**config.mk**
```make
export PLATFORM = sky130hd
export DESIGN_NAME = dmem_arbiter
export DESIGN_NICKNAME = d
export VERILOG_FILES = /design/src/rtl/dmem_arbiter_pkg.sv /design/src/rtl/access_timer.sv /design/src/rtl/dmem_arbiter.sv
export SDC_FILE = /design/constraint.sdc
export NUM_CORES = 1
export LEC_CHECK = 0
export ABC_AREA = 0
export BUFFER_PORTS_ARGS = -buffer_cell sky130_fd_sc_hd__buf_2
export CAP_MARGIN = 20
export CORE_AREA = 2 2 115 117
export DETAILED_ROUTE_END_ITERATION = 8
export DIE_AREA = 0 0 117 119
export SLEW_MARGIN = 20
export SYNTH_ARGS = -nofsm -noshare
export SYNTH_HDL_FRONTEND = slang
export SYNTH_SLANG_ARGS = --single-unit
```
**constraint.sdc**
```tcl
create_clock -name clock -period 2.2 [get_ports clock]
set_clock_uncertainty 0.2 [all_clocks]
set_input_delay 0.22 -clock clock [delete_from_list [all_inputs] [get_ports clock]]
set_output_delay 0.22 -clock clock [all_outputs]
set_load 0.05 [all_outputs]
```
**src/rtl/dmem_arbiter_pkg.sv**
```systemverilog
// Shared types and defaults for the data-memory arbiter.
package dmem_arbiter_pkg;

  typedef enum logic {StIdle, StBusy} state_e;
  typedef enum logic {OwnCore, OwnExt} owner_e;

  localparam int unsigned DefMemLatency  = 1;
  localparam int unsigned DefStarveLimit = 4;

  // Bits needed to hold values 0..n.
  function automatic int unsigned cnt_width(input int unsigned n);
    return (n < 1) ? 1 : $clog2(n + 1);
  endfunction

endpackage

```
**src/rtl/access_timer.sv**
```systemverilog
// Loadable down-counter timing one multi-cycle memory access.
module access_timer #(
  parameter int unsigned Width = 2
) (
  input  logic             clock,
  input  logic             reset,
  input  logic             load,
  input  logic [Width-1:0] load_value,
  output logic             busy,
  output logic             last
);

  logic [Width-1:0] cnt_q;

  always_ff @(posedge clock or posedge reset) begin
    if (reset) begin
      cnt_q <= '0;
    end else if (load) begin
      cnt_q <= load_value;
    end else if (cnt_q != '0) begin
      cnt_q <= cnt_q - 1'b1;
    end
  end

  assign busy = (cnt_q != '0);
  assign last = (cnt_q == Width'(1));

endmodule

```
**src/rtl/dmem_arbiter.sv**
```systemverilog
// Shares a single-port data memory between the core load/store port and an external
// requester; core has priority, bounded by a starvation cap for the external side.
module dmem_arbiter
  import dmem_arbiter_pkg::*;
#(
  parameter int unsigned MEM_LATENCY  = DefMemLatency,
  parameter int unsigned STARVE_LIMIT = DefStarveLimit
) (
  input  logic        clock,
  input  logic        reset,
  input  logic        core_read,
  input  logic        core_write,
  input  logic [31:0] core_addr,
  input  logic [31:0] core_write_data,
  output logic [31:0] core_read_data,
  output logic        core_stall,
  input  logic        ext_req,
  input  logic        ext_we,
  input  logic [31:0] ext_addr,
  input  logic [31:0] ext_wdata,
  output logic        ext_gnt,
  output logic [31:0] ext_rdata,
  output logic        ext_rvalid,
  output logic        mem_read,
  output logic        mem_write,
  output logic [31:0] mem_addr,
  output logic [31:0] mem_write_data,
  input  logic [31:0] mem_read_data
);

  localparam int unsigned CntW    = cnt_width(MEM_LATENCY);
  localparam int unsigned StarveW = cnt_width(STARVE_LIMIT);
  localparam logic [CntW-1:0]    LoadValue   = CntW'(MEM_LATENCY - 1);
  localparam logic [StarveW-1:0] StarveMax   = StarveW'(STARVE_LIMIT);
  localparam bit                 SingleCycle = (MEM_LATENCY == 1);

  state_e               state_q;
  owner_e               owner_q;
  logic [StarveW-1:0]   starve_q;
  logic                 ext_we_q;
  logic [31:0]          ext_addr_q;
  logic [31:0]          ext_wdata_q;
  logic [31:0]          ext_rdata_q;
  logic                 ext_rvalid_q;

  logic                 timer_busy;
  logic                 timer_last;

  logic                 core_req;
  logic                 idle;
  logic                 grant_ext;
  logic                 grant_core;
  logic                 active;
  logic                 final_cycle;
  logic                 ext_read_done;
  owner_e               owner;
  logic                 sel_we;
  logic [31:0]          sel_addr;
  logic [31:0]          sel_wdata;

  access_timer #(
    .Width (CntW)
  ) u_timer (
    .clock      (clock),
    .reset      (reset),
    .load       ((grant_ext | grant_core) && !SingleCycle),
    .load_value (LoadValue),
    .busy       (timer_busy),
    .last       (timer_last)
  );

  always_comb begin
    core_req    = core_read | core_write;
    idle        = (state_q == StIdle);
    // Starvation cap overrides core priority; otherwise ext only gets a free slot.
    grant_ext   = !reset && idle && ext_req && (starve_q == StarveMax || !core_req);
    grant_core  = !reset && idle && core_req && !grant_ext;
    active      = !reset && (grant_ext || grant_core || timer_busy);
    owner       = idle ? (grant_ext ? OwnExt : OwnCore) : owner_q;
    final_cycle = idle ? SingleCycle : timer_last;

    // The grant cycle uses the live ext inputs; later cycles use the latched copies.
    sel_we    = idle ? ext_we    : ext_we_q;
    sel_addr  = idle ? ext_addr  : ext_addr_q;
    sel_wdata = idle ? ext_wdata : ext_wdata_q;

    mem_read       = 1'b0;
    mem_write      = 1'b0;
    mem_addr       = '0;
    mem_write_data = '0;
    if (active) begin
      if (owner == OwnCore) begin
        mem_write      = core_write;
        mem_read       = core_read & ~core_write;
        mem_addr       = core_addr;
        mem_write_data = core_write_data;
      end else begin
        mem_write      = sel_we;
        mem_read       = ~sel_we;
        mem_addr       = sel_addr;
        mem_write_data = sel_wdata;
      end
    end

    core_stall    = !reset && core_req && !(active && owner == OwnCore && final_cycle);
    ext_read_done = active && owner == OwnExt && final_cycle && !sel_we;
  end

  always_ff @(posedge clock or posedge reset) begin
    if (reset) begin
      state_q      <= StIdle;
      owner_q      <= OwnCore;
      starve_q     <= '0;
      ext_we_q     <= 1'b0;
      ext_addr_q   <= '0;
      ext_wdata_q  <= '0;
      ext_rdata_q  <= '0;
      ext_rvalid_q <= 1'b0;
    end else begin
      ext_rvalid_q <= ext_read_done;
      if (ext_read_done) begin
        ext_rdata_q <= mem_read_data;
      end
      if (grant_ext) begin
        ext_we_q    <= ext_we;
        ext_addr_q  <= ext_addr;
        ext_wdata_q <= ext_wdata;
      end
      if (grant_ext || grant_core) begin
        owner_q <= grant_ext ? OwnExt : OwnCore;
      end

      unique case (state_q)
        StIdle: if ((grant_ext || grant_core) && !SingleCycle) state_q <= StBusy;
        StBusy: if (timer_last) state_q <= StIdle;
      endcase

      if (grant_ext || !ext_req) begin
        starve_q <= '0;
      end else if (grant_core && starve_q != StarveMax) begin
        starve_q <= starve_q + StarveW'(1);
      end
    end
  end

  assign core_read_data = mem_read_data;
  assign ext_gnt        = grant_ext;
  assign ext_rdata      = ext_rdata_q;
  assign ext_rvalid     = ext_rvalid_q;

endmodule

```
# Yosys cells after proc, flatten, opt, wreduce, memory -nomap -nowiden
# Cells that the tools add are included.
[op_classes] order_cmp=0 n_reduce_logical=25 addsub=2 div=0 n_shift=0 n_eq_ne=2 n_mux=19 bitwise=6 mul=0
[ops] operator="$mux 32" n=6
[ops] operator="$logic_and 1x1->1" n=14
[ops] operator="$mux 1" n=11
[ops] operator="$logic_not 1->1" n=6
[ops] operator="$mux 3" n=2
[ops] operator="$logic_or 1x1->1" n=4
[ops] operator="$not 1->1" n=4
[ops] operator="$add 3x1->3 const B" n=1
[ops] operator="$eq 3x3->1 const B" n=1
[ops] operator="$ne 3x3->1 const B" n=1
[ops] operator="$reduce_bool 2->1" n=1
[ops] operator="$and 1x1->1" n=1
[ops] operator="$or 1x1->1" n=1
[ops] operator="$sub 1x1->1 const B" n=1
[totals] in_bits=166 out_inout_bits=133 n_memories=0 ff_bits=104 romBits=0 mem_bits_rw=0 latchBits=0

# Logic depth before layout (Yosys ltp)
[depth] ltp_word=13 mapped_depth=7 mapped_depth_nobuf=6

# By module
# A second synthesis with hierarchy kept.
[hier_totals] hier_cells=439 hier_area_um2=5710.5
[by_module_without_submodules] mod="dmem_arbiter" n_inst=1 seq_area_each_um2=2577.5 area_each_um2=5667.9 cells_per_inst=435
[by_module_without_submodules] mod="access_timer" n_inst=1 seq_area_each_um2=25.0 area_each_um2=42.5 cells_per_inst=4

# Least setup slack after synthesis
# Ideal clock, no wire load.
[synth_path] path_kind="register to output" from="register starve_q[0]" to="output mem_read" stages_incl_launch_ff=8 arrival_ns=2.893 slack_ns=-1.113 path_buffers=1 path_cell_list="dfrtp_1 -> inv_1 -> ha_1 -> o2bb2ai_2 -> nand2_2 -> buf_4 -> inv_1 -> o41ai_1"
[synth_via] elab_chain_len=9 elab_cells_between_ends=12 cone_classes="eq/ne: 1; mux: 4; reduce/logical: 7"
[synth_lines] element="start, declared" line="dmem_arbiter.sv:39" rtl="logic [StarveW-1:0] starve_q;"
[synth_lines] element="start signal, assigned" line="dmem_arbiter.sv:141" rtl="starve_q <= starve_q + StarveW'(1);"
[synth_lines] element="$eq 3x3->1 *" line="dmem_arbiter.sv:76" rtl="grant_ext = !reset && idle && ext_req && (starve_q == StarveMax || !core_req);"
[synth_lines] element="$logic_or 1x1->1 *" line="dmem_arbiter.sv:76"
[synth_lines] element="$logic_and 1x1->1 *" line="dmem_arbiter.sv:76"
[synth_lines] element="named net ext_gnt" line="dmem_arbiter.sv:21" rtl="output logic ext_gnt,"
[synth_lines] element="$logic_not 1->1" line="dmem_arbiter.sv:77" rtl="grant_core = !reset && idle && core_req && !grant_ext;"
[synth_lines] element="$logic_and 1x1->1" line="dmem_arbiter.sv:77"
[synth_lines] element="$logic_or 1x1->1"
[synth_lines] element="$logic_or 1x1->1" line="dmem_arbiter.sv:78" rtl="active = !reset && (grant_ext || grant_core || timer_busy);"
[synth_lines] element="$logic_and 1x1->1" line="dmem_arbiter.sv:78"
[synth_lines] element="$mux 1 *" line="dmem_arbiter.sv:91" rtl="if (active) begin"
[synth_lines] element="end, declared" line="dmem_arbiter.sv:24" rtl="output logic mem_read,"
# Mark *: on every way through the listed nets, which the timed path passes. The rest lies on a longest branch.

# Worst setup path after layout
[layout_path] from="register starve_q[1]" to="output mem_addr[0]"
[layout_via] elab_chain_len=9 elab_cells_between_ends=12 cone_classes="eq/ne: 1; mux: 4; reduce/logical: 7"
[layout_lines] element="$eq 3x3->1 *" line="dmem_arbiter.sv:76"
[layout_lines] element="$logic_or 1x1->1 *" line="dmem_arbiter.sv:76"
[layout_lines] element="$logic_and 1x1->1 *" line="dmem_arbiter.sv:76"
[layout_lines] element="$logic_not 1->1" line="dmem_arbiter.sv:77"
[layout_lines] element="$logic_and 1x1->1" line="dmem_arbiter.sv:77"
[layout_lines] element="$logic_or 1x1->1"
[layout_lines] element="$logic_or 1x1->1" line="dmem_arbiter.sv:78"
[layout_lines] element="$logic_and 1x1->1" line="dmem_arbiter.sv:78"
[layout_lines] element="$mux 32 *" line="dmem_arbiter.sv:91"
[layout_lines] element="end, declared" line="dmem_arbiter.sv:26" rtl="output logic [31:0] mem_addr,"
# Every way passes the cells marked *; elsewhere a longest branch is shown, timed or not.

==> reports/metrics.cfg <==
[outcome]
outcome=finished, violations left
failed_checks=negative setup slack

[critical_path]
start_kind=flop
reg2reg_from=starve_q[1]
criticalPathCategory=flop to output port
crit_start=starve_q[1]
reg2regPathDepth=8
reg2reg_to=ext_rdata[26]
critPathCapture=mem_addr[0]
required_ps=1780
rrSetupSlack_ps=70
worstPathMaxFanout=14
arrival_ps=1890
crit_path_end_kind=output port

[die]
core_um2=12870
die-area_um2=13920
fp.dieW_um=117
start_util_pct=23.81
num_rows=42
ios=299
die_y_um=119

[power_and_ir_drop]
swShare_pct=44.51
power.internal_mw=2.054
power.density_nw_per_um2=644.2
p_seq_share_pct=23.9
clkPwrFrac_pct=21.7
combPwrFrac_pct=54.5
vdd_drop_max_uv=772.2
p_sw_mw=1.648
p_leak_nw=3.567

[drt]
drtAntennaViolNets=0
dr.pass1.iters=4
route.detailed.drc=0
post_drt_wl_per_cell_um=18.10
drt_wl_total_um=13830
via_per_inst=4.918
dr_total_vias=3757
drt_iter0_drc=141

[sta]
drv_slew=0
tightest_slew_ps=498.6
clock.fmax_ghz=0.4324
final.setup.worst_slack_ps=-112.6
slew_headroom_pct=66.76
fin_crit_ps=2313
rsz0062_at_grt=true
finalHoldViolCount=0
min_period_over_period_pct=105.1
setup_violations=66

[grt]
gr-total-overflow=0
grt_max_degree=57
track_usage_pct=18.07
first_global_vias=3780
grt_first_pass_wirelength_um=19460
grt_antenna_before_repair=2

[clock_tree]
htreeDepth=2
cts.sink_count=36
clkTransAtPathRegs_ps=60
cts_tree=done
cts-buffers-inserted=5
clk_path_buf_depth=2
clock_latency_ps=270
cts_root_buffer=clkbuf_16

[finish]
fill_cells=1181
final-instance-count-excl-fill=764
ff_latch_area_um2=900.9
layout_commonest_cell=buf_2
multi_input_area_um2=1844
final_cell_mix=buf_2 (230), buf_6 (69), a41o_1 (64)
final_nets=754
area_delta_synth_final_pct=87.51
drive_above_1_share_pct=67.80

[synth]
synth.avg_cell_area_um2=10.36
syn_inst=296
yosysWarnings=0
synth.cell_area_um2=3065
synth_seq_cells=36
syn-num-nets=464
yosysSeqAreaShare_pct=29.39
synth_cell_type_count=26

[placed_design]
place_hpwl_um=9042
pre_cts_ws_ps=65.72
dp_cells=716
gp_congestion=0.7629
io_buffer_count=298

[min_path]
hold_path.class=primary input to flop

[run]
maxCapViolCount=0

## final cells by class
| cell class | count | area share, % |
|---|---|---|
| diodes | 1 | 0.04354 |
| well taps | 176 | 3.831 |
| inverters | 7 | 0.4789 |
| flip-flops and latches | 36 | 15.67 |
| clock inverters | 2 | 0.6095 |
| multi-input cells | 184 | 32.09 |
| clock buffers | 6 | 2.242 |
| repair buffers | 352 | 45.04 |
## registers in the layout (all words and copies together), names as in the netlist
register    flops
ext_rvalid      1
starve_q        3
ext_rdata      32
## stage by stage
stage	power, mW	setup TNS [ps]	utilization, %	instance area, µm²	hold slack, ps
floorplan	2.220	-142.2	-	3085	150.5
global placement	2.655	0	35.32	4547	180.3
detailed placement	2.672	0	35.32	4547	188.2
CTS	3.704	-3922	43.62	5615	0.2112
global route	3.853	-9019	44.63	5746	0.2183
finish	3.703	-5502	44.65	5748	3.599
## worst max-delay path, cell delays in order, from the launching register on
cell       delay (ps)
dfrtp_1           370
inv_2              60
ha_4              160
o2bb2ai_4         170
buf_8             170
buf_16            150
and3_4            170
a41o_1            220
buf_6             160
## per-layer routing
metal / part of all wire (%) / vias to the layer above / GRT usage (%) / routed length (µm)
li1: - / 1711 / - / -
met1: 38 / 1798 / 19.81 / 5200
met2: 52 / 225 / 34.72 / 7191
met3: 8.6 / 21 / 3.613 / 1187
met4: 1.7 / 2 / 4.412 / 235
met5: 0.094 / - / 0 / 13
## how the worst min path moves through the flow
stage	startpoint	endpoint	cells past startpoint
after floorplan	reset	starve_q[2]	2
after global placement	reset	starve_q[2]	3
after detailed placement	reset	ext_rdata[15]	3
after CTS	mem_read_data[31]	ext_rdata[31]	2
after global routing	mem_read_data[26]	ext_rdata[26]	2
final	mem_read_data[31]	ext_rdata[31]	2
## synth_stat cells
cell       instances  area share [%]
a2bb2oi_1          1            0.29
clkbuf_2           3            0.49
nand2_1            4            0.49
o41ai_1            1            0.29
buf_4             33             8.1
buf_6              7             2.6
nor2_1             2            0.24
o21ai_0            1            0.16
o2bb2ai_2          1            0.49
and3_1            65              13
nor3b_1            1            0.24
nand2_2            1            0.20
a21oi_1            3            0.49
mux2_4            28              14
a31o_1             1            0.29
nand3b_4           1            0.65
dfrtp_1           36              29
ha_1               2            0.82
a41o_1            64              21
clkbuf_1          15             1.8
nor2b_1            1            0.20
nor2b_4            1            0.45
inv_1              7            0.86
mux2_2             4             1.5
nand3_1            2            0.33
buf_2             11             1.8
## cell families (layout without fill, tap and decap cells)
kind of cell	count (synthesis)	in the layout	synth area share, %
AOI/OAI and AO/OA	72	72	22.90
muxes	32	32	15.18
and+or+nand+nor	78	78	16.08
other	0	1	0
buffers and inverters	76	367	15.63
adders and majority gates	2	2	0.8162
DFF	36	36	29.39
## power groups by stage
stage	Sequential, mW	Combinational [mW]	Clock, mW
floorplan	1.37	0.847	0
global placement	0.884	1.77	0
detailed placement	0.883	1.79	0
CTS	0.882	2.00	0.821
global route	0.905	2.10	0.849
finish	0.883	2.02	0.802
## repair_timing
| action | 4_1_cts | 5_1_grt |
|---|---|---|
| endpoints found under the setup margin | 67 | 68 |
| pin swaps | 6 | 10 |
| setup buffers | 6 | 2 |
| hold buffers | 26 | 0 |
| resized for setup | 152 | 23 |
| cloned | 4 | 1 |
| endpoints found under the hold margin | 54 | 0 |
Note: power is estimated with default switching activity, not from simulation.
